<file path="config.mk">
export PLATFORM = sky130hd
export DESIGN_NAME = sdr_host_arbiter
export DESIGN_NICKNAME = d
export VERILOG_FILES = /design/src/rtl/sdr_host_arbiter_pkg.sv /design/src/rtl/sdr_rr_pick.sv /design/src/rtl/sdr_host_arbiter.sv
export SDC_FILE = /design/constraint.sdc
export NUM_CORES = 1
export LEC_CHECK = 0
export BUFFER_PORTS_ARGS = -buffer_cell sky130_fd_sc_hd__buf_2
export CORE_UTILIZATION = 50
export CTS_BUF_LIST = sky130_fd_sc_hd__clkbuf_4 sky130_fd_sc_hd__clkbuf_8
export CTS_CLUSTER_DIAMETER = 30
export DETAILED_ROUTE_END_ITERATION = 8
export HOLD_SLACK_MARGIN = 0.03
export PLACE_DENSITY = 0.95
export SYNTH_ARGS = -nofsm -noshare
export SYNTH_HDL_FRONTEND = slang
export SYNTH_SLANG_ARGS = --single-unit
</file>
<file path="constraint.sdc">
create_clock -name CLK -period 2.3 [get_ports CLK]
set_input_delay 0.115 -clock CLK [delete_from_list [all_inputs] [get_ports CLK]]
set_output_delay 0.115 -clock CLK [all_outputs]
set_load 0.02 [all_outputs]
</file>
<file path="src/rtl/sdr_host_arbiter_pkg.sv">
// Shared constants and state encoding for the two-host SDRAM request arbiter.
package sdr_host_arbiter_pkg;

  localparam int DATA_WIDTH_DEF = 32;
  localparam int ADDR_WIDTH_DEF = 23;
  localparam int TIMEOUT_DEF    = 1023;

  typedef enum logic [1:0] {
    ST_IDLE    = 2'd0,
    ST_ISSUE   = 2'd1,
    ST_RD_WAIT = 2'd2
  } arb_state_e;

  // One-hot pulse vector for a single host index.
  function automatic logic [1:0] host_onehot(input logic host);
    return host ? 2'b10 : 2'b01;
  endfunction

endpackage

</file>
<file path="src/rtl/sdr_rr_pick.sv">
// Two-request round-robin picker: combinational winner, registered priority pointer.
module sdr_rr_pick (
  input  logic       clk_i,
  input  logic       rst_n_i,
  input  logic [1:0] req_i,
  input  logic       upd_i,
  input  logic       upd_val_i,
  output logic       winner_o,
  output logic       any_o
);

  logic ptr_q;

  always_ff @(posedge clk_i or negedge rst_n_i) begin
    if (!rst_n_i)   ptr_q <= 1'b0;
    else if (upd_i) ptr_q <= upd_val_i;
  end

  assign any_o    = |req_i;
  // The pointer only matters on a tie; a lone request always wins.
  assign winner_o = (&req_i) ? ptr_q : req_i[1];

endmodule

</file>
<file path="src/rtl/sdr_host_arbiter.sv">
// Round-robin arbiter feeding one command/write-data bundle to the SDRAM controller.
// Optional read-wait watchdog enabled with `define SDR_ARB_TIMEOUT_EN.
//
//   state      | meaning
//   IDLE       | no command outstanding, arbitrate on REQ0/REQ1
//   ISSUE      | command presented, waiting for CMD_ACK
//   RD_WAIT    | read accepted, waiting for RD_VALID_IN (or watchdog)
module sdr_host_arbiter
  import sdr_host_arbiter_pkg::*;
#(
  parameter int DATA_WIDTH     = DATA_WIDTH_DEF,
  parameter int ADDR_WIDTH     = ADDR_WIDTH_DEF,
  parameter int TIMEOUT_CYCLES = TIMEOUT_DEF
) (
  input  logic                    CLK,
  input  logic                    RESET_N,
  input  logic                    REQ0,
  input  logic                    REQ1,
  input  logic                    WR0,
  input  logic                    WR1,
  input  logic [ADDR_WIDTH-1:0]   ADDR0,
  input  logic [ADDR_WIDTH-1:0]   ADDR1,
  input  logic [DATA_WIDTH-1:0]   WDATA0,
  input  logic [DATA_WIDTH-1:0]   WDATA1,
  input  logic [DATA_WIDTH/8-1:0] DM0,
  input  logic [DATA_WIDTH/8-1:0] DM1,
  output logic                    GNT0,
  output logic                    GNT1,
  output logic [DATA_WIDTH-1:0]   RDATA,
  output logic                    RVALID0,
  output logic                    RVALID1,
  output logic                    CMD_VALID,
  output logic                    CMD_WR,
  output logic [ADDR_WIDTH-1:0]   CMD_ADDR,
  output logic [DATA_WIDTH-1:0]   DATAOUT,
  output logic [DATA_WIDTH/8-1:0] DMOUT,
  input  logic                    CMD_ACK,
  input  logic                    RD_VALID_IN,
  input  logic [DATA_WIDTH-1:0]   RD_DATA_IN,
  output logic                    TIMEOUT_ERR
);

  localparam int MW = DATA_WIDTH / 8;

  arb_state_e            state_q, state_d;
  logic                  owner_q, owner_d;
  logic                  cmd_valid_q, cmd_valid_d;
  logic                  cmd_wr_q, cmd_wr_d;
  logic [ADDR_WIDTH-1:0] cmd_addr_q, cmd_addr_d;
  logic [DATA_WIDTH-1:0] dataout_q, dataout_d;
  logic [MW-1:0]         dmout_q, dmout_d;
  logic [1:0]            gnt_q, gnt_d;
  logic [1:0]            rvalid_q, rvalid_d;
  logic [DATA_WIDTH-1:0] rdata_q, rdata_d;
  logic                  winner, any_req, ptr_upd;
  logic                  rd_timeout;

  sdr_rr_pick u_pick (
    .clk_i    (CLK),
    .rst_n_i  (RESET_N),
    .req_i    ({REQ1, REQ0}),
    .upd_i    (ptr_upd),
    .upd_val_i(~owner_q),
    .winner_o (winner),
    .any_o    (any_req)
  );

`ifdef SDR_ARB_TIMEOUT_EN
  localparam int CW = $clog2(TIMEOUT_CYCLES + 1);
  logic [CW-1:0] to_cnt_q;
  logic          timeout_err_q;

  // Counter sits at zero outside RD_WAIT, so it starts from zero on entry.
  always_ff @(posedge CLK or negedge RESET_N) begin
    if (!RESET_N) begin
      to_cnt_q      <= '0;
      timeout_err_q <= 1'b0;
    end else begin
      to_cnt_q      <= (state_q == ST_RD_WAIT && !rd_timeout) ? to_cnt_q + 1'b1 : '0;
      timeout_err_q <= timeout_err_q | rd_timeout;
    end
  end

  assign rd_timeout  = (state_q == ST_RD_WAIT) && !RD_VALID_IN &&
                       (to_cnt_q == CW'(TIMEOUT_CYCLES - 1));
  assign TIMEOUT_ERR = timeout_err_q;
`else
  logic unused_timeout;
  assign unused_timeout = ^TIMEOUT_CYCLES;
  assign rd_timeout     = 1'b0;
  assign TIMEOUT_ERR    = 1'b0;
`endif

  always_ff @(posedge CLK or negedge RESET_N) begin
    if (!RESET_N) begin
      state_q     <= ST_IDLE;
      owner_q     <= 1'b0;
      cmd_valid_q <= 1'b0;
      cmd_wr_q    <= 1'b0;
      cmd_addr_q  <= '0;
      dataout_q   <= '0;
      dmout_q     <= '1;
      gnt_q       <= '0;
      rvalid_q    <= '0;
      rdata_q     <= '0;
    end else begin
      state_q     <= state_d;
      owner_q     <= owner_d;
      cmd_valid_q <= cmd_valid_d;
      cmd_wr_q    <= cmd_wr_d;
      cmd_addr_q  <= cmd_addr_d;
      dataout_q   <= dataout_d;
      dmout_q     <= dmout_d;
      gnt_q       <= gnt_d;
      rvalid_q    <= rvalid_d;
      rdata_q     <= rdata_d;
    end
  end

  always_comb begin
    state_d = state_q;
    unique case (state_q)
      ST_IDLE:    if (any_req) state_d = ST_ISSUE;
      ST_ISSUE:   if (CMD_ACK) state_d = cmd_wr_q ? ST_IDLE : ST_RD_WAIT;
      ST_RD_WAIT: if (RD_VALID_IN || rd_timeout) state_d = ST_IDLE;
      default:    state_d = ST_IDLE;
    endcase
  end

  always_comb begin
    owner_d     = owner_q;
    cmd_valid_d = cmd_valid_q;
    cmd_wr_d    = cmd_wr_q;
    cmd_addr_d  = cmd_addr_q;
    dataout_d   = dataout_q;
    dmout_d     = dmout_q;
    gnt_d       = '0;
    rvalid_d    = '0;
    rdata_d     = rdata_q;
    ptr_upd     = 1'b0;
    unique case (state_q)
      ST_IDLE: begin
        if (any_req) begin
          owner_d     = winner;
          cmd_valid_d = 1'b1;
          cmd_wr_d    = winner ? WR1    : WR0;
          cmd_addr_d  = winner ? ADDR1  : ADDR0;
          dataout_d   = winner ? WDATA1 : WDATA0;
          dmout_d     = winner ? DM1    : DM0;
        end
      end
      ST_ISSUE: begin
        if (CMD_ACK) begin
          cmd_valid_d = 1'b0;
          dmout_d     = '1;
          gnt_d       = host_onehot(owner_q);
          ptr_upd     = cmd_wr_q;
        end
      end
      ST_RD_WAIT: begin
        if (RD_VALID_IN) begin
          rdata_d  = RD_DATA_IN;
          rvalid_d = host_onehot(owner_q);
          ptr_upd  = 1'b1;
        end else if (rd_timeout) begin
          rdata_d  = '0;
          rvalid_d = host_onehot(owner_q);
          ptr_upd  = 1'b1;
        end
      end
      default: ;
    endcase
  end

  assign CMD_VALID = cmd_valid_q;
  assign CMD_WR    = cmd_wr_q;
  assign CMD_ADDR  = cmd_addr_q;
  assign DATAOUT   = dataout_q;
  assign DMOUT     = dmout_q;
  assign GNT0      = gnt_q[0];
  assign GNT1      = gnt_q[1];
  assign RVALID0   = rvalid_q[0];
  assign RVALID1   = rvalid_q[1];
  assign RDATA     = rdata_q;

endmodule
</file>
---- After elaboration in Yosys (flattened, before gate mapping) ----
Cells that the tools add are included.
cells by class
  equality and inequality tests ........... 5
  reductions and logical operators ........ 8
  multiplexer cells ....................... 24
  bitwise gates (word level) .............. 1
operators with widths
  kind                                                  count
  two-way mux 32 bit                                    1
  two-way mux 23 bit                                    1
  two-way mux 2 bit                                     9
  two-way mux 4 bit                                     3
  one-hot mux 4 bit (2 select lines)                    1
  two-way mux 1 bit                                     6
  inequality test 2 bit (second input constant)         3
  one-hot mux 2 bit (3 select lines)                    1
  AND reduction 2 bit                                   3
  AND reduction 3 bit                                   2
  one-hot mux 1 bit (2 select lines)                    2
  equality test 2 x 1 -> 1 bit (second input constant)  1
  equality test 2 bit (second input constant)           1
  zero test 2 bit                                       1
  nonzero test 2 bit                                    1
  OR reduction 2 bit                                    1
  NOT 1 bit                                             1
storage, ports and cells
  word-level logic and storage cells ...... 49
  input bits .............................. 158
  output and inout port bits .............. 98
  bits in registers ....................... 101

---- Depth between registers and ports, before layout ----
Gate-level depths: netlist (run 1).
  depth after elaboration ................. 5
  gate-level depth with buffers ........... 7
  depth with buffers taken out ............ 5

---- By module ----
A second synthesis (run 1) with hierarchy kept.
second synthesis, totals
  cells, all modules ...................... 376
  area, all modules ....................... 4500.6 um^2
modules (own cells, without submodules)
  module            sequential area each (um^2)  area an instance (um^2)  cells an instance  instances
  sdr_host_arbiter  2507.4                       4449.3                   370                1
  sdr_rr_pick       25.0                         51.3                     6                  1

---- Least setup slack after synthesis (run 1) ----
OpenSTA, ideal clock, no wires.
  path type ............................... reg-to-reg
  start point ............................. register state_q[0]
  end point ............................... register rdata_q[10] (netlist: RDATA[10])
  stages on the path, launching flop included .. 6
  clock period less this slack ............ 1.434 ns
  setup time .............................. 0.125 ns
  path buffers ............................ 1
  arrival time ............................ 1.310 ns
  path slack .............................. 0.866 ns
  required time ........................... 2.175 ns
  path through ............................ dfrtp_1 > inv_1 > ha_1 > nand2_1 > buf_2 > mux2_2
between the ends
  cells in the longest elaborated chain, start to end .. 2
RTL lines
  what                           line                     source
  from (decl)                    sdr_host_arbiter.sv:45   arb_state_e state_q, state_d;
  from (signal assigned)         sdr_host_arbiter.sv:107  state_q <= state_d;
  equality test 2 bit            sdr_host_arbiter.sv:141  unique case (state_q)
  AND reduction 2 bit (no line)  --
  to (signal assigned)           sdr_host_arbiter.sv:116  rdata_q <= rdata_d;
  to (decl)                      sdr_host_arbiter.sv:54   logic [DATA_WIDTH-1:0] rdata_q, rdata_d;
No other way between the ends.
A chain may end at the register's enable or synchronous reset.

---- Worst setup path in the final report (run 1) ----
  start point ............................. register state_q[0]
  end point ............................... register dmout_q[2] (netlist: DMOUT[2])
between the ends
  cells in the longest elaborated chain, start to end .. 3
  elaborated cells on any way between the ends .. 7
  those cells by class .................... eq/ne (3); mux (1); reduce/logical (3)
RTL lines
  what                                                                          line                     source
  equality test 2 x 1 -> 1 bit / zero test 2 bit (equally long branches)        sdr_host_arbiter.sv:141
  inequality test 2 bit (no line) / nonzero test 2 bit (equally long branches)  --
  AND reduction 3 bit (no line)                                                 --
  to (signal assigned)                                                          sdr_host_arbiter.sv:113  dmout_q <= dmout_d;
  to (decl)                                                                     sdr_host_arbiter.sv:51   logic [MW-1:0] dmout_q, dmout_d;
Parallel ways exist; a longest one is shown, timed or not.

==> impl_metrics.csv, run 1 <==
group,metric,value,unit
outcome,status,"finished, violations left",
outcome,failed_checks,"negative setup slack",
route,drtIter0Drc,323,
synth,synth.net_count,616,
sta,worst_hold_slack,0.0328,ns
sta,fin_ws,-0.0678,ns
pwr,irDropWorstVdd,648,uV
route,first_pass_iters,5,
placement,hpwl,9380,um
setup_path,cp_max_fo,7,
synth,synth_seq_cells,101,
synth,postSynthCellCount,453,
route,drtAntennaViolNets,0,
floorplan,initial_core_util,51.6,%
run,cap_violations,0,
route,route.detailed.drc,0,
floorplan,die_h,99.7,um
clock_tree,clock_latency,0.37,ns
pwr,power.density,1320,mW/mm^2
clock_tree,root_buffer,"clkbuf_8",
sta,tightestPinTransition,0.793,ns
grt,grt_use_total,36.0,%
pwr,p_int,5.38,mW
sta,hold_viol_final,0,
setup_path,startpoint_type,"register",
route,drt-total-wl,18600,um
clock_tree,post-cts-setup-buffers,0,
grt,grt_pass1_wl,27600,um
layout,multi_input_area,0.00201,sq mm
sta,finalSetupTns,-0.0678,ns
grt,grt_antenna_before_repair,0,
route,wl_per_cell,20.1,um
route,via_count,5367,
synth,synth_area_per_cell,10.5,sq um
setup_path,ff2ff_setup_slack,-0.07,ns
clock_tree,clock_sinks,101,
synth,async_flop_share,100,%
route,via_per_inst,5.80,
sta,relSlewSlack,47.1,%
synth,synth_edf_count,0,
grt,grt_max_degree,122,
sta,finalSetupViolations,1,
synth,synth_top_area_cell,"dfrtp_1",
setup_path,cp.arrival,2.69,ns
clock_tree,cts_tree,"yes",
synth,netlist_area,0.00477,sq mm
pwr,leakage,3.41,nW
placement,port_buffers,254,
sta,fin_crit,2.37,ns
synth,yosysWarnings,0,
sta,post-route-period-util,103,%
floorplan,rows,35,
setup_path,cp-end-kind,"register",
clock_tree,cts.path.max_buffers,2,
sta,clock.fmax,422,MHz
grt,grt_overflow,0,
pwr,power,9.76,mW
placement,routabilityCongestion,0.862,
floorplan,die-area,0.00993,sq mm
layout,synthToLayoutAreaGrowth,55.0,%
pwr,clkPwrFrac,11.4,%
floorplan,die_w,99.7,um
synth,synthTopCellsByArea,"dfrtp_1 (51%), nand3b_1 (9.4%), a31oi_1 (8.0%), mux2_2 (7.8%), o21ai_0 (5.8%)",
floorplan,pin_count,256,
synth,yosysUniqueCellTypes,30,
pwr,switching_power,4.38,mW
synth,synth_top_area_share,50.9,%
layout,nFillCells,528,
synth,ys.flop_type,"dfrtp_1",
clock_tree,clk_pin_slew,0.12,ns
clock_tree,numCtsBuffers,9,
layout,drive_gt1_share,41.0,%
pwr,sw_frac_of_total,44.9,%
layout,nets,954,
layout,seq_area,0.00253,sq mm
hold_path,hold_path.class,"input port to register",
setup_path,critPathKind,"register to register",
pwr,power_frac_seq,33.4,%
pwr,comb_power_share,55.2,%
synth,yosysSeqAreaShare,53.1,%
sta,fin_worst_skew,0.0193,ns
grt,grt_pass1_vias,5589,
floorplan,core_area,0.00924,sq mm
clock_tree,htreeDepth,3,
sta,maxSlewViolCount,0,
setup_path,cp.required,2.62,ns
[worst paths after layout]
kind                            startpoint    endpoint  cells after the start
worst max register to register  state_q[0]    DMOUT[2]                      6
max in group asynchronous          RESET_N   RDATA[15]                      3
worst min-delay path             WDATA1[6]  DATAOUT[6]                      3
worst min register to register   RDATA[30]   RDATA[30]                      1
min in group asynchronous          RESET_N   RDATA[23]                      2
worst max-delay path            state_q[0]    DMOUT[2]                      6
[kinds of logic after synthesis]
group	after synthesis	synth area share, %
compound gates	133	16.1
fa+ha+maj	5	1.31
buf+inv	48	5.38
flops	101	53.1
mux	36	8.42
other cells	1	0.0786
simple gates	129	15.6
[state kept, by name, indices dropped and copies added (netlist names)]
register / count
RDATA: 32
u_pick.ptr_q: 1
rvalid_q: 2
CMD_ADDR: 23
owner_q: 1
DMOUT: 4
DATAOUT: 32
CMD_WR: 1
gnt_q: 2
CMD_VALID: 1
state_q: 2
[per-stage QoR]
stage	instances	utilization, %	area, sq um	setup WS (ns)
2_1_floorplan	453	-	4770	0.866
3_3_place_gp	802	65.7	6070	0.717
3_5_place_dp	802	65.7	6070	0.567
4_1_cts	920	78.7	7280	0.0386
5_1_grt	925	80.0	7390	-0.0761
6_report	926	80.0	7390	-0.0678
[placed cells by master (no fill, tap or decap), types with 4 or more instances in the layout]
master         count
nand2_1            4
o21ai_1            8
nor2_1            58
mux2_2            33
a21oi_1            4
dfstp_2            4
dfrtp_1           97
buf_4              6
inv_1              6
nand3b_1          60
o21ai_0           55
dlygate4sd3_1    105
clkbuf_8           9
a31oi_1           61
buf_2            253
[per-layer routing]
metal	share of wire, %	vias up	GRT usage [%]
met5	0	-	0
met4	5.2	0	21.6
met3	9.0	100	8.57
met2	50	405	62.4
met1	36	2557	40.4
li1	-	2305	-
[power by group through the flow]
| stage | Sequential (mW) | Clock [mW] | Combinational [mW] |
|---|---|---|---|
| after floorplan | 4.17 | 0 | 1.89 |
| after global placement | 3.13 | 0 | 4.11 |
| final | 3.26 | 1.12 | 5.39 |
| after CTS | 3.15 | 1.09 | 4.85 |
| after detailed placement | 3.18 | 0 | 4.29 |
| after global routing | 3.32 | 1.18 | 5.71 |
[timing repair]
| action | 4_1_cts | 5_1_grt |
|---|---|---|
| endpoints found under the hold margin | 131 | 3 |
| hold buffers | 102 | 3 |
| setup endpoints to repair | 0 | 26 |
| gates resized for setup | 0 | 7 |
[final cells by class]
class | instances | area share (%)
repair buffers | 369 | 33.5
well taps | 129 | 2.18
flip-flops and latches | 101 | 34.3
clock buffers | 10 | 1.78
diodes | 1 | 0.0339
multi-input cells | 304 | 27.1
inverters | 6 | 0.305
clock inverters | 6 | 0.762
[synthesized netlist by cell type, types with 2 or more instances]
library cell,instances
mux2i_1,3
ha_1,5
dfstp_2,4
buf_2,17
nand2_1,4
o21ai_0,55
buf_4,2
inv_1,6
o21ai_1,8
nor2_1,58
dfrtp_1,97
clkbuf_1,10
mux2_2,33
and3_1,2
buf_6,6
nand3b_1,60
a21oi_1,5
a31oi_1,61
buf_1,5
clkbuf_2,2
[worst max-delay path, cell delays in order (launching register included)]
cell and delay (ns):
dfrtp_1 0.43, inv_1 0.21, ha_4 0.22, nor3b_2 0.42
nor3_2 0.18, a31oi_1 0.29, dlygate4sd3_1 0.59
Power figures use the tool's default switching activity.
==> run 2: changes to the inputs <==
--- a/config.mk
+++ b/config.mk
@@ -6,12 +6,12 @@
 export NUM_CORES = 1
 export LEC_CHECK = 0
 export BUFFER_PORTS_ARGS = -buffer_cell sky130_fd_sc_hd__buf_2
-export CORE_UTILIZATION = 50
+export CORE_UTILIZATION = 42
 export CTS_BUF_LIST = sky130_fd_sc_hd__clkbuf_4 sky130_fd_sc_hd__clkbuf_8
 export CTS_CLUSTER_DIAMETER = 30
 export DETAILED_ROUTE_END_ITERATION = 8
 export HOLD_SLACK_MARGIN = 0.03
-export PLACE_DENSITY = 0.95
+export PLACE_DENSITY = 0.88
 export SYNTH_ARGS = -nofsm -noshare
 export SYNTH_HDL_FRONTEND = slang
 export SYNTH_SLANG_ARGS = --single-unit
==> constraint.sdc (replaced) <==
create_clock -name CLK -period 2 [get_ports CLK]
set_input_delay 0.1 -clock CLK [delete_from_list [all_inputs] [get_ports CLK]]
set_output_delay 0.1 -clock CLK [all_outputs]
set_load 0.02 [all_outputs]
==> impl_metrics.csv, run 2 (same netlist as run 1, synthesis figures left out) <==
group,metric,value,unit
setup_path,critPathKind,"register to register",
route,wl_per_cell,18.3,um
route,first_pass_iters,5,
setup_path,crit_path_start,"state_q[0]",
layout,drive_gt1_share,38.2,%
layout,fin_area,0.00781,sq mm
clock_tree,cts.path.max_buffers,2,
pwr,p_int,5.70,mW
layout,nFillCells,728,
route,via_count,5277,
clock_tree,numCtsBuffers,9,
clock_tree,cts_resized,0,
grt,grt_use_total,29.8,%
sta,worst_hold_slack,0.0462,ns
clock_tree,clk_pin_slew,0.10,ns
setup_path,max_stage_delay,0.42,ns
sta,maxSlewViolCount,0,
clock_tree,htreeDepth,3,
setup_path,ff2ff_setup_slack,0.27,ns
sta,clock.fmax,578,MHz
hold_path,hold_path.class,"input port to register",
route,drt-total-wl,18000,um
pwr,clkPwrFrac,12.0,%
floorplan,die_h,109,um
clock_tree,clock_latency,0.36,ns
route,route.detailed.drc,0,
setup_path,cp.arrival,1.99,ns
layout,multi_input_area,0.00198,sq mm
pwr,irDropWorstVdd,852,uV
setup_path,cp-end-kind,"register",
setup_path,cp.required,2.26,ns
pwr,power_frac_seq,35.7,%
pwr,switching_power,4.64,mW
placement,dpl-instance-area,0.00613,sq mm
layout,nets,998,
sta,finalSetupViolations,0,
floorplan,die_w,109,um
sta,grt_setup_unrepaired,"false",
pwr,leakage,3.59,nW
route,drtAntennaViolNets,0,
route,drtIter0Drc,326,
route,via_per_inst,5.38,
layout,final_util,71.4,%
setup_path,cp_max_fo,62,
clock_tree,clock_sinks,101,
pwr,sw_frac_of_total,44.9,%
setup_path,r2r-start,"state_q[0]",
floorplan,pin_count,256,
hold_path,holdPathStages,3,
setup_path,r2r_cells,6,
placement,routabilityCongestion,0.806,
sta,tightestPinTransition,0.554,ns
pwr,comb_power_share,52.3,%
grt,grt_antenna_before_repair,1,
setup_path,slowest_stage,"dfrtp_1",
layout,synthToLayoutAreaGrowth,63.7,%
layout,seq_area,0.00253,sq mm
sta,fin_crit,1.73,ns
clock_tree,root_buffer,"clkbuf_8",
layout,final_common_cell,"buf_2",
layout,layout_common_cells,"buf_2 (253), dlygate4sd3_1 (149), dfrtp_1 (97)",
grt,grt_pass1_vias,5400,
sta,finalSetupTns,0,ns
sta,relSlewSlack,63.1,%
clock_tree,cts_tree,"yes",
sta,hold_viol_final,0,
setup_path,worstPathCellList,"inv_1, ha_1, o21a_4, buf_12, nor2_1, a31oi_1",
sta,post-route-period-util,86.5,%
run,cap_violations,0,
floorplan,initial_core_util,43.6,%
hold_path,hp-start,"WDATA1[22]",
pwr,power.density,1320,mW/mm^2
grt,grt_max_degree,102,
grt,grt_pass1_wl,27000,um
floorplan,rows,38,
placement,hpwl,9080,um
sta,fin_worst_skew,0.0164,ns
setup_path,startpoint_type,"register",
floorplan,die-area,0.0118,sq mm
floorplan,core_area,0.0109,sq mm
placement,port_buffers,254,
grt,grt_overflow,0,
pwr,power,10.3,mW
outcome,status,"complete, no violations",
[run 2: cell types whose count changed in the layout (fill, tap and decap cells not counted), sizes merged]
cell,previous run,this run
inv,8,7
clkbuf,12,10
buf,262,264
dlygate4sd3,105,149
clkinvlp,1,3
clkinv,3,2
[run 2: metal layers]
metal | part of all wire (%) | track usage, % | up-vias
li1 | - | - | 2397
met2 | 51 | 52.9 | 343
met4 | 4.0 | 13.9 | 0
met3 | 8.4 | 7.53 | 73
met1 | 37 | 33.4 | 2464
met5 | 0 | 0 | -
[run 2: power by group through the flow]
stage               clock (mW)  sequential, mW  combinational, mW
floorplan                    0            4.79               2.18
global placement             0            3.59               4.86
detailed placement           0            3.63               5.00
CTS                       1.26            3.60               5.21
global route              1.35            3.78               5.81
finish                    1.24            3.69               5.41
[run 2: stage by stage]
stage / setup slack (ns) / instances
2_1_floorplan: 0.566 / 453
3_3_place_gp: 0.450 / 815
3_5_place_dp: 0.358 / 815
4_1_cts: 0.326 / 980
5_1_grt: 0.153 / 981
6_report: 0.271 / 981
[run 2: worst max-delay path, delay by kind of cell, from the launching register on]
kind | cells | cell delay [ns]
DFF | 1 | 0.42
AOI/OAI and AO/OA | 2 | 0.40
buffers and inverters | 2 | 0.38
adders and majority gates | 1 | 0.31
and+or+nand+nor | 1 | 0.09
[run 2: cell type report]
type / instances / share of cell area (%)
Inverter: 6 / 0.289
Multi-Input combinational cell: 304 / 25.4
Tap cell: 140 / 2.24
Sequential cell: 101 / 32.4
Antenna cell: 1 / 0.0321
Clock buffer: 10 / 1.68
Clock inverter: 6 / 0.609
Timing Repair Buffer: 413 / 37.3
[run 2: path summary, 6_finish.rpt]
check | endpoint
worst max-delay path | DATAOUT[18]
worst min register to register | RDATA[20]
worst max register to register | DATAOUT[18]
min in group asynchronous | CMD_ADDR[4]
worst min-delay path | DATAOUT[22]
max in group asynchronous | DATAOUT[24]
[run 2: timing repair]
action,in CTS,in global routing
buffers inserted,0,0
hold buffers,149,0
endpoints found under the hold margin,190,0
==> run 3: changes to the inputs <==
--- a/config.mk
+++ b/config.mk
@@ -6,12 +6,12 @@
 export NUM_CORES = 1
 export LEC_CHECK = 0
 export BUFFER_PORTS_ARGS = -buffer_cell sky130_fd_sc_hd__buf_2
-export CORE_UTILIZATION = 42
+export CORE_UTILIZATION = 50
 export CTS_BUF_LIST = sky130_fd_sc_hd__clkbuf_4 sky130_fd_sc_hd__clkbuf_8
 export CTS_CLUSTER_DIAMETER = 30
 export DETAILED_ROUTE_END_ITERATION = 8
 export HOLD_SLACK_MARGIN = 0.03
-export PLACE_DENSITY = 0.88
+export PLACE_DENSITY = 0.95
 export SYNTH_ARGS = -nofsm -noshare
 export SYNTH_HDL_FRONTEND = slang
 export SYNTH_SLANG_ARGS = --single-unit
==> constraint.sdc (replaced) <==
create_clock -name CLK -period 2.05 [get_ports CLK]
set_input_delay 0.1025 -clock CLK [delete_from_list [all_inputs] [get_ports CLK]]
set_output_delay 0.1025 -clock CLK [all_outputs]
set_load 0.02 [all_outputs]
==> impl_metrics.csv, run 3 (same netlist as run 1, synthesis figures left out) <==
group,metric,value,unit
clock_tree,cts_tree,"yes",
grt,grt_use_total,41.3,%
layout,nets,998,
floorplan,die_h,99.7,um
clock_tree,cts.path.max_buffers,2,
setup_path,ff2ff_setup_slack,0.20,ns
setup_path,cp-end-kind,"register",
clock_tree,clock_sinks,101,
hold_path,hp-start,"DM0[3]",
setup_path,cp.required,2.31,ns
setup_path,r2r_cells,6,
sta,relSlewSlack,53.5,%
route,first_pass_iters,8,
setup_path,cp_top_family,"buffers and inverters",
pwr,power.density,1340,mW/mm^2
sta,hold_viol_final,0,
run,cap_violations,0,
setup_path,r2r-start,"state_q[0]",
route,via_per_inst,5.86,
pwr,leakage,3.59,nW
pwr,clkPwrFrac,12.1,%
setup_path,cp_max_fo,49,
route,wl_per_cell,20.9,um
pwr,power_frac_seq,35.8,%
clock_tree,clk_pin_slew,0.12,ns
route,via_count,5693,
layout,layout_common_cells,"buf_2 (253), dlygate4sd3_1 (148), dfrtp_1 (97)",
sta,tightestPinTransition,0.697,ns
floorplan,pin_count,256,
route,drtIter0Drc,426,
pwr,comb_power_share,52.1,%
hold_path,hold_path.class,"input port to register",
pwr,switching_power,4.86,mW
placement,port_buffers,254,
setup_path,slowest_stage,"dfrtp_1",
pwr,sw_frac_of_total,46.8,%
setup_path,crit_buf_inv,2,
placement,hpwl,9720,um
layout,nFillCells,436,
hold_path,holdPathStages,3,
layout,synthToLayoutAreaGrowth,62.8,%
setup_path,max_stage_delay,0.45,ns
pwr,irDropWorstVdd,902,uV
setup_path,critPathKind,"register to register",
route,drtAntennaViolNets,0,
placement,routabilityCongestion,0.855,
grt,grt_overflow,0,
layout,final_common_cell,"buf_2",
placement,pre_cts_ws,0.336,ns
route,drt-total-wl,20300,um
pwr,p_int,5.52,mW
clock_tree,numCtsBuffers,9,
sta,fin_ws,0.197,ns
setup_path,startpoint_type,"register",
setup_path,cp.arrival,2.12,ns
sta,finalSetupViolations,0,
clock_tree,htreeDepth,3,
sta,worst_hold_slack,0.0481,ns
grt,grt_pass1_vias,6046,
sta,finalSetupTns,0,ns
floorplan,rows,35,
sta,maxSlewViolCount,0,
layout,final_util,84.0,%
hold_path,hold_end,"DMOUT[3]",
sta,fin_worst_skew,0.0152,ns
route,route.detailed.drc,0,
clock_tree,post-cts-setup-buffers,0,
clock_tree,root_buffer,"clkbuf_8",
sta,clock.fmax,540,MHz
outcome,status,"complete, no violations",
grt,grt_pass1_wl,31100,um
floorplan,initial_core_util,51.6,%
sta,grt_setup_unrepaired,"false",
layout,drive_gt1_share,38.3,%
sta,fin_crit,1.85,ns
setup_path,crit_path_start,"state_q[0]",
floorplan,core_area,0.00924,sq mm
sta,post-route-period-util,90.4,%
floorplan,die-area,0.00993,sq mm
grt,grt_max_degree,75,
floorplan,die_w,99.7,um
setup_path,reg2reg_to,"DATAOUT[0]",
grt,grt_antenna_before_repair,2,
setup_path,worstPathCellList,"inv_1, ha_1, o21a_4, buf_6, nor2_1, a31oi_1",
clock_tree,clock_latency,0.36,ns
==> run 3: changes by cell type in the layout (fill, tap and decap cells not counted), sizes merged <==
| cell | before | now |
|---|---|---|
| diode | 1 | 3 |
| buf | 264 | 265 |
| clkbuf | 10 | 9 |
| clkinv | 2 | 3 |
| dlygate4sd3 | 149 | 148 |
| inv | 7 | 10 |
| clkinvlp | 3 | 0 |
==> run 3: area by class of cell <==
cell class / count / area (sq um) / area share [%]
multi-input cells: 304 / 1980 / 25.5
clock inverters: 7 / 67.6 / 0.871
well taps: 129 / 161 / 2.08
clock buffers: 9 / 124 / 1.60
diodes: 3 / 7.51 / 0.0967
flip-flops and latches: 101 / 2530 / 32.6
inverters: 6 / 22.5 / 0.290
repair buffers: 413 / 2870 / 36.9
==> run 3: metrics by stage <==
step           cells  power [mW]  cell area, sq um
2_1_floorplan    453        6.80              4770
3_3_place_gp     805        8.13              6080
3_5_place_dp     805        8.40              6080
4_1_cts          968        9.85              7740
5_1_grt          969        10.8              7750
6_report         972        10.4              7760
==> run 3: worst max path at each step <==
stage	end	slack (ns)	cells after the start
floorplan	RDATA[10]	0.62	5
global placement	DATAOUT[3]	0.44	6
detailed placement	CMD_ADDR[22]	0.34	6
CTS	CMD_ADDR[8]	0.30	6
global route	DATAOUT[1]	0.09	6
finish	DATAOUT[0]	0.20	6
==> run 3: worst register-to-register path: stages (launching register included) <==
cell	delay [ns]
dfrtp_1	0.45
inv_1	0.17
ha_1	0.31
o21a_4	0.20
buf_6	0.30
nor2_1	0.09
a31oi_1	0.24
==> run 3: per-layer routing <==
metal,track usage [%],share of wire [%]
met1,43.3,34
met2,70.7,50
met3,12.4,9.4
met4,29.9,7.2
met5,0,0
==> run 3: what timing repair did <==
action | 4_1_cts | 5_1_grt
endpoints found under the hold margin | 139 | 1
hold buffers | 147 | 1
endpoints found under the setup margin | 0 | 2
gates resized for setup | 0 | 1
==> run 3: power by group through the flow <==
stage	combinational (mW)	sequential, mW	clock [mW]
after floorplan	2.12	4.68	0
after global placement	4.61	3.51	0
after detailed placement	4.82	3.58	0
after CTS	5.05	3.54	1.26
after global routing	5.73	3.77	1.35
final	5.41	3.72	1.26
